--- config.mk ---
export PLATFORM = sky130hd
export DESIGN_NAME = pll_lock_supervisor
export DESIGN_NICKNAME = d
export VERILOG_FILES = /design/src/rtl/pll_lock_supervisor.sv
export SDC_FILE = /design/constraint.sdc
export NUM_CORES = 1
export LEC_CHECK = 0
export CELL_PAD_IN_SITES_DETAIL_PLACEMENT = 1
export CELL_PAD_IN_SITES_GLOBAL_PLACEMENT = 2
export CORE_MARGIN = 2
export CORE_UTILIZATION = 30
export CTS_CLUSTER_DIAMETER = 60
export DETAILED_ROUTE_END_ITERATION = 6
export HOLD_SLACK_MARGIN = 0.08
export PLACE_DENSITY_LB_ADDON = 0.1
export SLEW_MARGIN = 20
export SYNTH_ARGS = -nofsm -noshare
export SYNTH_HDL_FRONTEND = slang
export SYNTH_SLANG_ARGS = --single-unit
--- constraint.sdc ---
create_clock -name clock_in -period 7.2 [get_ports clock_in]
set_input_delay 1.8 -clock clock_in [delete_from_list [all_inputs] [get_ports clock_in]]
set_output_delay 1.8 -clock clock_in [all_outputs]
set_load 0.05 [all_outputs]
--- src/rtl/pll_lock_supervisor.sv ---
// PLL lock supervisor: drives PLL reset, debounces lock, and releases channel resets in a staggered order.
// Optional loss counter output is enabled by defining PLL_LOCK_SUPERVISOR_LOSS_COUNT_EN.
module pll_lock_supervisor #(
    parameter int NUM_CH         = 2,
    parameter int SYNC_STAGES    = 2,
    parameter int PLL_RST_CYCLES = 16,
    parameter int LOCK_TIMEOUT   = 65536,
    parameter int LOCK_CYCLES    = 1024,
    parameter int RST_STAGGER    = 4,
    parameter int RETRY_W        = 4
) (
    input  logic               clock_in,
    input  logic               resetb,
    input  logic               locked,
    input  logic               clear_lost,
    output logic               pll_resetb,
    output logic [NUM_CH-1:0]  ch_rst_n,
    output logic               ready,
    output logic [2:0]         state,
    output logic [RETRY_W-1:0] retry_cnt,
`ifdef PLL_LOCK_SUPERVISOR_LOSS_COUNT_EN
    output logic [7:0]         loss_cnt,
`endif
    output logic               lost
);

    localparam int M_A     = (PLL_RST_CYCLES > LOCK_TIMEOUT) ? PLL_RST_CYCLES : LOCK_TIMEOUT;
    localparam int M_B     = (LOCK_CYCLES > NUM_CH * RST_STAGGER) ? LOCK_CYCLES : NUM_CH * RST_STAGGER;
    localparam int CNT_MAX = (M_A > M_B) ? M_A : M_B;
    localparam int CNT_W   = $clog2(CNT_MAX) + 1;

    localparam logic [CNT_W-1:0] RST_LAST  = CNT_W'(PLL_RST_CYCLES - 1);
    localparam logic [CNT_W-1:0] TO_LAST   = CNT_W'(LOCK_TIMEOUT - 1);
    localparam logic [CNT_W-1:0] LOCK_LAST = CNT_W'(LOCK_CYCLES - 1);
    localparam logic [CNT_W-1:0] REL_LAST  = CNT_W'((NUM_CH - 1) * RST_STAGGER);

    typedef enum logic [2:0] {
        PLL_RST   = 3'd0,
        WAIT_LOCK = 3'd1,
        DEBOUNCE  = 3'd2,
        RELEASE   = 3'd3,
        RUN       = 3'd4
    } st_t;

    st_t                    st;
    logic [CNT_W-1:0]       cnt;
    logic [CNT_W-1:0]       cnt_inc;
    logic [SYNC_STAGES-1:0] sync_q;
    logic                   lock_s;
    logic [NUM_CH-1:0]      rel_mask;
    logic                   loss_run;

    always_ff @(posedge clock_in or negedge resetb) begin
        if (!resetb) sync_q <= '0;
        else         sync_q <= {sync_q[SYNC_STAGES-2:0], locked};
    end

    assign lock_s   = sync_q[SYNC_STAGES-1];
    assign cnt_inc  = cnt + 1'b1;
    assign state    = st;
    assign loss_run = (st == RUN) && !lock_s;

    // Channels whose release slot has been reached by the next RELEASE cycle; monotone, so bits never drop.
    for (genvar i = 0; i < NUM_CH; i++) begin : g_rel
        assign rel_mask[i] = (32'(cnt_inc) >= 32'(i * RST_STAGGER));
    end

    always_ff @(posedge clock_in or negedge resetb) begin
        if (!resetb) begin
            st         <= PLL_RST;
            cnt        <= '0;
            pll_resetb <= 1'b0;
            ch_rst_n   <= '0;
            ready      <= 1'b0;
            retry_cnt  <= '0;
        end else begin
            case (st)
                PLL_RST: begin
                    if (cnt == RST_LAST) begin
                        st         <= WAIT_LOCK;
                        cnt        <= '0;
                        pll_resetb <= 1'b1;
                    end else begin
                        cnt <= cnt_inc;
                    end
                end
                WAIT_LOCK: begin
                    if (lock_s) begin
                        st  <= DEBOUNCE;
                        cnt <= '0;
                    end else if (cnt == TO_LAST) begin
                        st         <= PLL_RST;
                        cnt        <= '0;
                        pll_resetb <= 1'b0;
                        if (retry_cnt != '1) retry_cnt <= retry_cnt + 1'b1;
                    end else begin
                        cnt <= cnt_inc;
                    end
                end
                DEBOUNCE: begin
                    if (!lock_s) begin
                        st  <= WAIT_LOCK;
                        cnt <= '0;
                    end else if (cnt == LOCK_LAST) begin
                        st       <= RELEASE;
                        cnt      <= '0;
                        ch_rst_n <= NUM_CH'(1);
                    end else begin
                        cnt <= cnt_inc;
                    end
                end
                RELEASE: begin
                    if (!lock_s) begin
                        st         <= PLL_RST;
                        cnt        <= '0;
                        pll_resetb <= 1'b0;
                        ch_rst_n   <= '0;
                        ready      <= 1'b0;
                    end else if (cnt == REL_LAST) begin
                        st    <= RUN;
                        cnt   <= '0;
                        ready <= 1'b1;
                    end else begin
                        cnt      <= cnt_inc;
                        ch_rst_n <= rel_mask;
                    end
                end
                RUN: begin
                    if (!lock_s) begin
                        st         <= PLL_RST;
                        cnt        <= '0;
                        pll_resetb <= 1'b0;
                        ch_rst_n   <= '0;
                        ready      <= 1'b0;
                    end
                end
                default: begin
                    st         <= PLL_RST;
                    cnt        <= '0;
                    pll_resetb <= 1'b0;
                    ch_rst_n   <= '0;
                    ready      <= 1'b0;
                end
            endcase
        end
    end

    // Set wins over clear so a loss coinciding with clear_lost is never missed.
    always_ff @(posedge clock_in or negedge resetb) begin
        if (!resetb)         lost <= 1'b0;
        else if (loss_run)   lost <= 1'b1;
        else if (clear_lost) lost <= 1'b0;
    end

`ifdef PLL_LOCK_SUPERVISOR_LOSS_COUNT_EN
    always_ff @(posedge clock_in or negedge resetb) begin
        if (!resetb)                           loss_cnt <= '0;
        else if (clear_lost)                   loss_cnt <= {7'd0, loss_run};
        else if (loss_run && loss_cnt != 8'hFF) loss_cnt <= loss_cnt + 8'd1;
    end
`endif

endmodule

After elaboration in Yosys (flattened, before gate mapping). Cells that the tools add are included.

Register bits: 31. Latch bits: 0. Bits in writable memories: 0. Bits in read-only memories: 0. Bits of input ports: 4. Output and inout bits: 12. Logic and storage cells: 81. Memories kept: 0.

Add/sub/neg operators: 2. Multiply operators: 0. Divide/modulo/power cells: 0. $lt $le $gt $ge: 1. Equal/unequal tests: 20. Shift operators: 0. Mux-type cells: 34. Bitwise logic cells: 4. Reduce and logical (&&, ||, !) cells: 12.

Operators with widths (number): 17-bit two-way mux (8); 17-bit case mux with 5 select lines (1); 3-bit two-way mux (8); 17-bit by 1-bit adder with 17-bit output (second input constant) (1); 17-bit by 10-bit equality test with 1-bit output (second input constant) (1); 17-bit by 16-bit equality test with 1-bit output (second input constant) (1); 17-bit by 3-bit equality test with 1-bit output (second input constant) (1); 17-bit by 4-bit equality test with 1-bit output (second input constant) (1); 17-bit by 3-bit >= comparator with 1-bit output (second input constant) (1); 3-bit case mux with 5 select lines (1); 5-bit AND reduction (3); 2-bit != test (second input constant) (7); 3-bit != test (second input constant) (4); 2-bit two-way mux (5); 1-bit two-way mux (8); 2-bit case mux with 4 select lines (1); 3-bit by 2-bit equality test with 1-bit output (second input constant) (2); 4-bit by 1-bit adder with 4-bit output (second input constant) (1); 4-bit != test (second input constant) (1); 1-bit inverter (4); 1-bit case mux with 4 select lines (1); 4-bit AND reduction (1); 2-bit OR reduction (2); 3-bit by 1-bit equality test with 1-bit output (second input constant) (1); other kinds (8) (8).

Depth between registers and ports, before layout.
Depth in word-level cells: 5. Depth in mapped cells: 11. Depth with buffers taken out: 10.

Worst setup path before layout. No wires, ideal clock.

Path kind: register to output. Start: register retry_cnt[0]. End: output port retry_cnt[0]. Arrival time: 0.645 ns. Required time: 5.400 ns. Slack: 4.755 ns. Cell stages (with the launch flop): 1. Buffers on the path: 0. Cells stage by stage: dfrtp_1.

RTL lines: start: declaration (line 20) `output logic [RETRY_W-1:0] retry_cnt,`; start signal: assignment (line 95) `if (retry_cnt != '1) retry_cnt <= retry_cnt + 1'b1;`.

No word-level cell between the ends.

Worst setup path after layout.
Start: register st[2], in the netlist state[2]. End: output port state[2].

RTL lines: start: declaration (line 45) `st_t st;`; start signal: assignment (line 70) `st <= PLL_RST;`; start signal: assignment (line 80) `st <= WAIT_LOCK;`; start signal: assignment (line 89) `st <= DEBOUNCE;`; end: declaration (line 19) `output logic [2:0] state,`.

No word-level cell between the ends.

==> impl_results.md <==
- Hold buffer count at CTS: 0
- Dominant synthesized flop cell: dfrtp_1
- Syn Std Cell Area: 0.00199 mm2
- Max IR drop VDD: 0.225 mV
- RD Place Congestion: 0.819
- Logic gate share of total power: 39.8%
- Routed length on met3: 142 um
- Sequential power share: 33.7%
- RSZ-0062 raised after global routing: no
- 1st-pass router iterations: 4
- Worst Setup Start Kind: register
- Tcrit/Tclk final: 49.7%
- CP top delay family: buffers and inverters
- Final WL: 5440 um
- Wire length on met2: 2440 um
- DRC: 0
- Drt wl/cell: 16.5 um
- Sequential fraction of the synthesis area: 39.1%
- Max Cap Violations: 0
- Die Wd: 85.4 um
- Gr usage total: 16.9%
- Clock power share: 26.4%
- Int Power: 407 uW
- CP arrival: 1.78 ns
- ANT cells: 0
- Largest net degree at the start of global routing: 32
- Final Non-Filler Cells: 330
- Top sig layer: met4
- CTS resizes: 0
- Fillers: 763
- Clk_lat worst skew: 0.29 ns
- Nets: 261
- CP peak stage delay: 0.89 ns
- Power Dens Cells: 298 mW/mm2
- # setup viols final: 0
- Leakage dissipation: 1.04 nW
- Slowest stage cell, crit path: clkdlybuf4s50_1
- Required time of the critical path: 5.40 ns
- P_sw: 287 uW
- Vias in the first global route: 1858
- Outcome: finished, final reports clean
- CP max FO: 14
- I/O Buffers: 15
- Num CTS Buffers: 5
- Area leader, netlist: dfrtp_1
- Root Buffer: clkbuf_8
- Initial DRC Count: 76
- Asr flop ratio synth: 100%
- Worst-margin pin slew: 0.494 ns
- Reg clk slew, reported paths: 0.07 ns
- HP Class: register to register
- Synth top area share: 39.1%
- FF+latch count, synth: 31
- Setup TNS: 0 ns
- Initial antenna violation count: 0
- HPWL after DPL: 3960 um
- Max Slew Vio Count: 0
- Dpl cells: 322
- Via count: 1771
- Synthesized area per cell: 8.31 um2
- Post-synth EDFFs: 0
- Minimum clock period: 3.58 ns
- CTS tree: done
- Switching Fraction: 41.4%
- Setup Skew: 0.00830 ns
- Relative slew margins: 66.8%
- Synth Instances: 239
- WL met1: 2710 um
- Cell Chain, Critical Path: clkdlybuf4s50_1
- Vias per inst: 5.37
- Crit path capture type: output pin
- CP bufs+invs: 1
- GRT overflow: 0
- P&R area growth vs syn: 17.2%
- Synth Net Count: 248
- Number of distinct library cells after synthesis: 50
- Initial Util: 31.1%
- Setup Fix Bufs, Post-CTS: 0
- Cell row count: 29
- Post-Place Setup Slack: 3.93 ns
- Post-route ant nets: 0
- Share of cells above drive strength 1: 9.09%
- Clock Sinks: 31
- Die Span Y: 85.4 um
- CTS max path bufs: 2
- Core area: 0.00639 mm2
- Final hold vios: 0
- Top-Level Pins: 16
- Die area: 0.00729 mm2
- Crit path kind: register to output pin
- Synth warnings: 0
- First-pass GRT wire length: 9630 um
- H-tree Lvls: 2
- Final setup margin: 3.62 ns
- Peak Freq: 280 MHz
- Synth area leaders: dfrtp_1, nand2_1, nor2_1, o22ai_1, ha_1
## per-stage QoR
| stage | power (mW) | instance area, um2 | util, % | hold slack [ns] |
|---|---|---|---|---|
| 2_1_floorplan | 0.418 | 1990 | - | 0.331 |
| 3_3_place_gp | 0.517 | 2210 | 34.6 | 0.334 |
| 3_5_place_dp | 0.518 | 2210 | 34.6 | 0.336 |
| 4_1_cts | 0.708 | 2330 | 36.4 | 0.352 |
| 5_1_grt | 0.744 | 2330 | 36.4 | 0.371 |
| 6_report | 0.694 | 2330 | 36.4 | 0.348 |
## layout make-up
class	count	area, um2	share of cell area, %
sequential	31	776	33.3
clock inverter	2	35.0	1.51
inverter	11	41.3	1.77
clock buffer	6	82.6	3.55
tap	77	96.3	4.14
timing repair buffer	19	180	7.74
multi-input combinational	184	1120	48.0
## power groups by stage
stage               clock (mW)  sequential [mW]  combinational [mW]
global placement             0            0.236               0.281
CTS                      0.190            0.234               0.283
finish                   0.183            0.234               0.276
detailed placement           0            0.238               0.280
global route             0.197            0.239               0.307
floorplan                    0            0.267               0.151
## layout by cell type (no fill, tap or decap), types with 4 or more instances in the layout
master	n
buf_4	4
ha_1	5
nor2_1	21
clkdlybuf4s50_1	15
clkbuf_8	6
nor2b_1	6
inv_1	11
and2_1	6
a21oi_1	8
nand2_1	42
dfrtp_1	31
nand3_1	12
xnor2_1	4
nor3_1	8
o21ai_0	6
o32ai_1	4
and3_1	4
o22ai_1	11
## state kept, by name (all words and copies together), names as in the netlist
register / cells
ch_rst_n: 2
cnt: 17
lost: 1
pll_resetb: 1
ready: 1
retry_cnt: 4
state: 3
sync_q: 2
## synth_stat cells (2+ instances only)
cell and instances:
a21boi_0 2, a21o_1 3, a21oi_1 8, a31oi_1 3, and2_1 6, and3_1 4
and3b_1 2, and4_1 2, buf_2 3, clkbuf_1 8, dfrtp_1 31, ha_1 5
inv_1 11, mux2_2 3, mux2i_1 2, nand2_1 42, nand3_1 12, nand3b_1 2
nand4_1 3, nor2_1 21, nor2b_1 6, nor3_1 8, o211ai_1 3, o21ai_0 6
o221ai_1 2, o22ai_1 11, o32ai_1 4, xnor2_1 4
## metal layers
metal / vias up / track usage (%)
met5: - / 0
met4: 0 / 7.79
li1: 875 / -
met2: 32 / 26.9
met3: 11 / 2.72
met1: 853 / 22.5
## path summary, 6_finish.rpt
path / startpoint / end / slack, ns / depth (start not counted)
max: state[2] / state[2] / 3.62 / 1
min: sync_q[0] / sync_q[1] / 0.35 / 0
max reg2reg: cnt[0] / cnt[9] / 4.24 / 11
min reg2reg: sync_q[0] / sync_q[1] / 0.35 / 0
max in group asynchronous: resetb / cnt[16] / 4.99 / 2
min in group asynchronous: resetb / cnt[11] / 1.92 / 2
## logic make-up (layout without fill, tap and decap cells)
family          Yosys count  after routing  share of synthesized area, %
compound gates           52             52                          18.0
xor+xnor                  5              5                          2.21
fa+ha+maj                 5              5                          3.15
buf+inv                  24             38                          5.10
flops                    31             31                          39.1
mux                       5              5                          2.71
simple gates            117            117                          29.7
(Power assumes the default switching activity.)
==> edit 1 (config.mk and constraints unchanged) <==
The option `PLL_LOCK_SUPERVISOR_LOSS_COUNT_EN` is turned on by a define.
--- a/src/rtl/pll_lock_supervisor.sv
+++ b/src/rtl/pll_lock_supervisor.sv
@@ -1,5 +1,7 @@
 // PLL lock supervisor: drives PLL reset, debounces lock, and releases channel resets in a staggered order.
 // Optional loss counter output is enabled by defining PLL_LOCK_SUPERVISOR_LOSS_COUNT_EN.
+`define PLL_LOCK_SUPERVISOR_LOSS_COUNT_EN
+
 module pll_lock_supervisor #(
     parameter int NUM_CH         = 2,
     parameter int SYNC_STAGES    = 2,
Formal check against the unedited RTL (old outputs only; new: loss_cnt): equivalent (equiv_simple and equiv_induct, registers matched by name and starting in step).
==> edit 1 against the unedited design <==
  * Register-to-register slack lost 0.16 ns
  * Die area grew 19%
  * Setup slack lost 0.042 ns
  * Synthesized area grew 20%
  * Combinational power grew 14%
  * Final cell count grew 14%
  * Global-route usage shrank 1.4 points
  * Core utilization shrank 1.0 points
  * Wire length grew 10%
  * Sequential power grew 32%
  * Sequential cell count grew 8
  * Total power grew 17%
  * Final area grew 18%
  * Critical endpoint unchanged
==> edit 1: results <==
run_status:
  outcome: "finished clean"
power:
  leakage_nw: 1.15
  worst_ir_drop_vdd_mv: 0.147
clocking:
  clock_insertion_delay_worst_skew_ns: 0.30
  cts_clock_pin_slew_for_the_worst_setup_and_hold_paths_ns: 0.08
  post-cts-setup-buffers: 0
  cts-buffers-inserted: 5
  cts_root_buf: "clkbuf_8"
  cts-root-to-sink-buffers: 2
  ctsHtreeMaxLevel: 2
  cts-resized-gates: 0
min_path:
  holdPathStages: 0
  timing.hold.worst.class: "flop to flop"
logic_synthesis:
  synth-async-reset-ratio_pct: 100
  yosys.cell_types.count: 55
  postSynthNetCount: 270
  synthesis.yosys.warnings: 0
  synthTopCellsByCount: "dfrtp_1, nand2_1, a21oi_1, nor2_1, nand3_1"
  ys.flop_type: "dfrtp_1"
  post_synth_main_area_contributors: "dfrtp_1, nand2_1, a21oi_1"
  synth_sequential_area_ratio_pct: 40.9
worst_setup_path:
  worst-r2r-cell-count: 10
  critPathMaxFanout: 15
  worst_path_largest_cell_delay_ns: 0.89
  crit_family: "buffers and inverters"
  critPathSlowestCell: "clkdlybuf4s50_1"
  regToRegEndpoint: "cnt[12]"
  worstReg2RegStart: "cnt[0]"
  crit_path_end: "state[2]"
  crit_path_start: "state[2]"
  setup.reg_to_reg.worst_slack_ns: 4.08
final_layout:
  layout-drive-gt1-share_pct: 7.33
  layout.nets: 283
  top_regs: "cnt (17), loss_cnt (8), retry_cnt (4)"
  antennaDiodeCount: 0
drt:
  detail_route.wirelength.met1_um: 3150
  firstDrtPassIters: 4
  first_iter_violations: 58
  met3WireLength_um: 142
  wl_per_cell_um: 16.0
  met2_length_um: 2630
  top_layer_used: "met4"
  via_count: 1961
global_routing:
  antenna_found_initial: 0
  largest_net_degree_at_the_start_of_global_routing: 40
  first_pass_grt_wire_length_um: 10700
  first_global_vias: 2069
  grt_usage_pct: 15.6
sta:
  clock-skew-final_ns: 0.0107
  final-hold-violation-count: 0
  slew-limit-headroom_pct: 38.0
floorplan:
  rows: 32
placed_design:
  port-buffer-count: 23
  weighted_congestion_reported_at_the_end_of_routability_driven_placement: 0.724
  dp_hpwl_um: 4210
## edit 1: cell count changes after synthesis, sizes merged, moves of 4 or more
| cell | before | now |
|---|---|---|
| nand2b | 1 | 5 |
| nand4 | 3 | 8 |
| and3 | 4 | 8 |
| nor2b | 6 | 2 |
| o32ai | 4 | 0 |
| a31oi | 3 | 11 |
| a21oi | 8 | 19 |
| dfrtp | 31 | 39 |
| clkbuf | 8 | 3 |
| nand2 | 42 | 29 |
| o22ai | 11 | 1 |
| xor2 | 1 | 6 |
| nor2 | 21 | 16 |
| buf | 5 | 14 |
## edit 1: stage by stage
stage | instance area [um2] | utilization (%) | total power [mW] | cells | setup slack, ns
2_1_floorplan | 2390 | - | 0.573 | 260 | 4.72
3_3_place_gp | 2630 | 34.1 | 0.630 | 368 | 3.91
6_report | 2740 | 35.4 | 0.812 | 375 | 3.58
4_1_cts | 2740 | 35.4 | 0.827 | 375 | 3.55
3_5_place_dp | 2630 | 34.1 | 0.634 | 368 | 3.90
5_1_grt | 2740 | 35.4 | 0.880 | 375 | 3.49
## edit 1: cell families after synthesis
logic type	synth area share, %
simple gates	26.7
flops	40.9
compound gates	17.5
buf+inv	6.02
xor+xnor	4.40
fa+ha+maj	3.14
mux	1.31
## edit 1: area by class of cell
cell class | count | area, um2
clock buffers | 5 | 68.8
clock inverters | 2 | 37.5
fillers | 888 | 4990
inverters | 9 | 33.8
multi-input cells | 195 | 1270
flip-flops and latches | 39 | 976
well taps | 102 | 128
repair buffers | 23 | 225
## edit 1: power breakdown
group | switching [mW] | total (mW) | internal [mW]
Combinational | 0.197 | 0.316 | 0.118
Sequential | 0.0597 | 0.308 | 0.248
Clock | 0.0869 | 0.188 | 0.101
## edit 1: layer usage
metal | track usage [%] | up-vias
li1 | - | 973
met2 | 23.3 | 20
met4 | 4.78 | 0
met1 | 22.6 | 962
met5 | 0 | -
met3 | 2.98 | 6
## edit 1: worst min path at each step
stage                         start   endpoint  slack (ns)
after floorplan           sync_q[0]  sync_q[1]        0.33
after global placement    sync_q[0]  sync_q[1]        0.34
after detailed placement  sync_q[0]  sync_q[1]        0.34
after CTS                 sync_q[0]  sync_q[1]        0.36
after global routing      sync_q[0]  sync_q[1]        0.36
final                     sync_q[0]  sync_q[1]        0.35
==> edit 2 (config.mk and constraints unchanged) <==
Made on the original files. Put one more register stage on the output `retry_cnt`, without a reset. The value now appears one clock later. The other outputs are not delayed to match.
--- a/src/rtl/pll_lock_supervisor.sv
+++ b/src/rtl/pll_lock_supervisor.sv
@@ -42,6 +42,8 @@
         RUN       = 3'd4
     } st_t;
 
+    logic [RETRY_W-1:0] retry_cnt_s0;
+
     st_t                    st;
     logic [CNT_W-1:0]       cnt;
     logic [CNT_W-1:0]       cnt_inc;
@@ -72,7 +74,7 @@
             pll_resetb <= 1'b0;
             ch_rst_n   <= '0;
             ready      <= 1'b0;
-            retry_cnt  <= '0;
+            retry_cnt_s0 <= '0;
         end else begin
             case (st)
                 PLL_RST: begin
@@ -92,7 +94,7 @@
                         st         <= PLL_RST;
                         cnt        <= '0;
                         pll_resetb <= 1'b0;
-                        if (retry_cnt != '1) retry_cnt <= retry_cnt + 1'b1;
+                        if (retry_cnt_s0 != '1) retry_cnt_s0 <= retry_cnt_s0 + 1'b1;
                     end else begin
                         cnt <= cnt_inc;
                     end
@@ -160,5 +162,9 @@
     end
 `endif
 
+    always_ff @(posedge clock_in) begin
+        retry_cnt <= retry_cnt_s0;
+    end
+
 endmodule
 
Formal check against the unedited RTL: no difference found for any inputs over 10 cycles, from zero or initial values and one cycle with resetb low; that may be too few to reach the edited logic, so the function may still have changed.
==> edit 2 against the unedited design <==
  * Total power grew 1.9%
  * Synthesized cell count decreased by 5.4%
  * Final cell count is 6.4% lower
  * Synthesized area rose by 1.2%
  * Fmax up 0.29%
  * Sequential cell count increased by 4
  * The flow now finishes with violations (design-rule violations)
  * Wire length is 3.2% lower
  * Critical path depth is the same
  * Final area down 3.0%
  * Highest routed layer unchanged
  * Die area up 1.1%
  * Setup slack better by 0.010 ns
  * Combinational power up 7.6%
==> edit 2: results <==
power:
  leakage_nw: 0.982
  worst_ir_drop_vdd_mv: 0.0931
  comb_power_share_pct: 42.0
  clockNetworkPower_mw: 0.140
  power.switching_fraction_pct: 43.9
clocking:
  clock_insertion_delay_worst_skew_ns: 0.28
  cts_root_buf: "clkbuf_8"
  cts_clock_pin_slew_for_the_worst_setup_and_hold_paths_ns: 0.07
  cts-resized-gates: 0
  cts-root-to-sink-buffers: 2
  post-cts-setup-buffers: 0
  cts-buffers-inserted: 5
min_path:
  timing.hold.worst.class: "flop to flop"
  timing.hold.worst.start: "sync_q[0]"
  holdPathStages: 0
  min_to: "sync_q[1]"
final_layout:
  antennaDiodeCount: 0
  fin_cells: 309
  layout-drive-gt1-share_pct: 4.74
  num-fill-cells: 757
  top_regs: "cnt (17), retry_cnt (4), retry_cnt_s0 (4)"
global_routing:
  first_pass_grt_wire_length_um: 9220
  grt_util_met1_pct: 20.8
  grt_usage_pct: 15.9
  first_global_vias: 1793
  gr_busiest_metal: "met2"
  largest_net_degree_at_the_start_of_global_routing: 32
  grtUsageMet3_pct: 2.69
sta:
  slew-limit-headroom_pct: 48.2
  clock-skew-final_ns: 0.00412
  min_period_ns: 3.57
drt:
  routed_wirelength_um: 5270
  drc: 2
  post_drt_via_cell_ratio: 5.53
  first_iter_violations: 40
  firstDrtPassIters: 7
logic_synthesis:
  syn-mean-instance-area_um2: 8.89
  postSynthNetCount: 235
  synthTopCellsByCount: "dfrtp_1, nand2_1, a21oi_1, nor2_1, nand3_1"
  synth-async-reset-ratio_pct: 88.6
  synth_sequential_area_ratio_pct: 42.6
  post_synth_main_area_contributors: "dfrtp_1, nand2_1, dfxtp_1"
  yosys.cell_types.count: 42
worst_setup_path:
  regToRegEndpoint: "cnt[15]"
  setup.reg_to_reg.worst_slack_ns: 3.95
  worstSetupPathDepth: 1
  crit_family: "buffers and inverters"
  critPathSlowestCell: "clkdlybuf4s50_1"
  critPathMaxFanout: 14
  worst-r2r-cell-count: 10
placed_design:
  port-buffer-count: 15
  post-place-cells: 301
  dp_hpwl_um: 3860
  weighted_congestion_reported_at_the_end_of_routability_driven_placement: 0.817
  dpl_cell_area_um2: 2180
run_status:
  outcome: "finished, violations left"
  violations: "design-rule violations"
[edit 2: cell type report]
type	instances	area share, %
multi-input combinational	164	45.7
sequential	35	37.9
timing repair buffer	16	6.98
tap	77	4.27
clock buffer	7	3.38
inverter	9	1.50
clock inverter	1	0.222
[edit 2: cell families after synthesis]
group,share of synthesized area [%]
flops,42.6
xor+xnor,3.49
compound gates,18.5
simple gates,23.7
mux,2.62
buf+inv,6.04
fa+ha+maj,3.11
[edit 2: layer usage]
metal,share of wire [%],vias up,wire length [um]
met2,48,27,2530
met5,0,-,0
li1,-,822,-
met3,2.6,7,135
met4,1.2,0,63
met1,48,853,2540
[edit 2: metrics by stage]
step	setup WS [ns]	hold WS [ns]	power, mW	util, %
global placement	3.98	0.335	0.568	33.9
finish	3.63	0.353	0.707	35.1
global route	3.56	0.371	0.766	35.1
detailed placement	3.91	0.336	0.575	33.9
CTS	3.63	0.354	0.719	35.1
floorplan	4.69	0.331	0.494	-
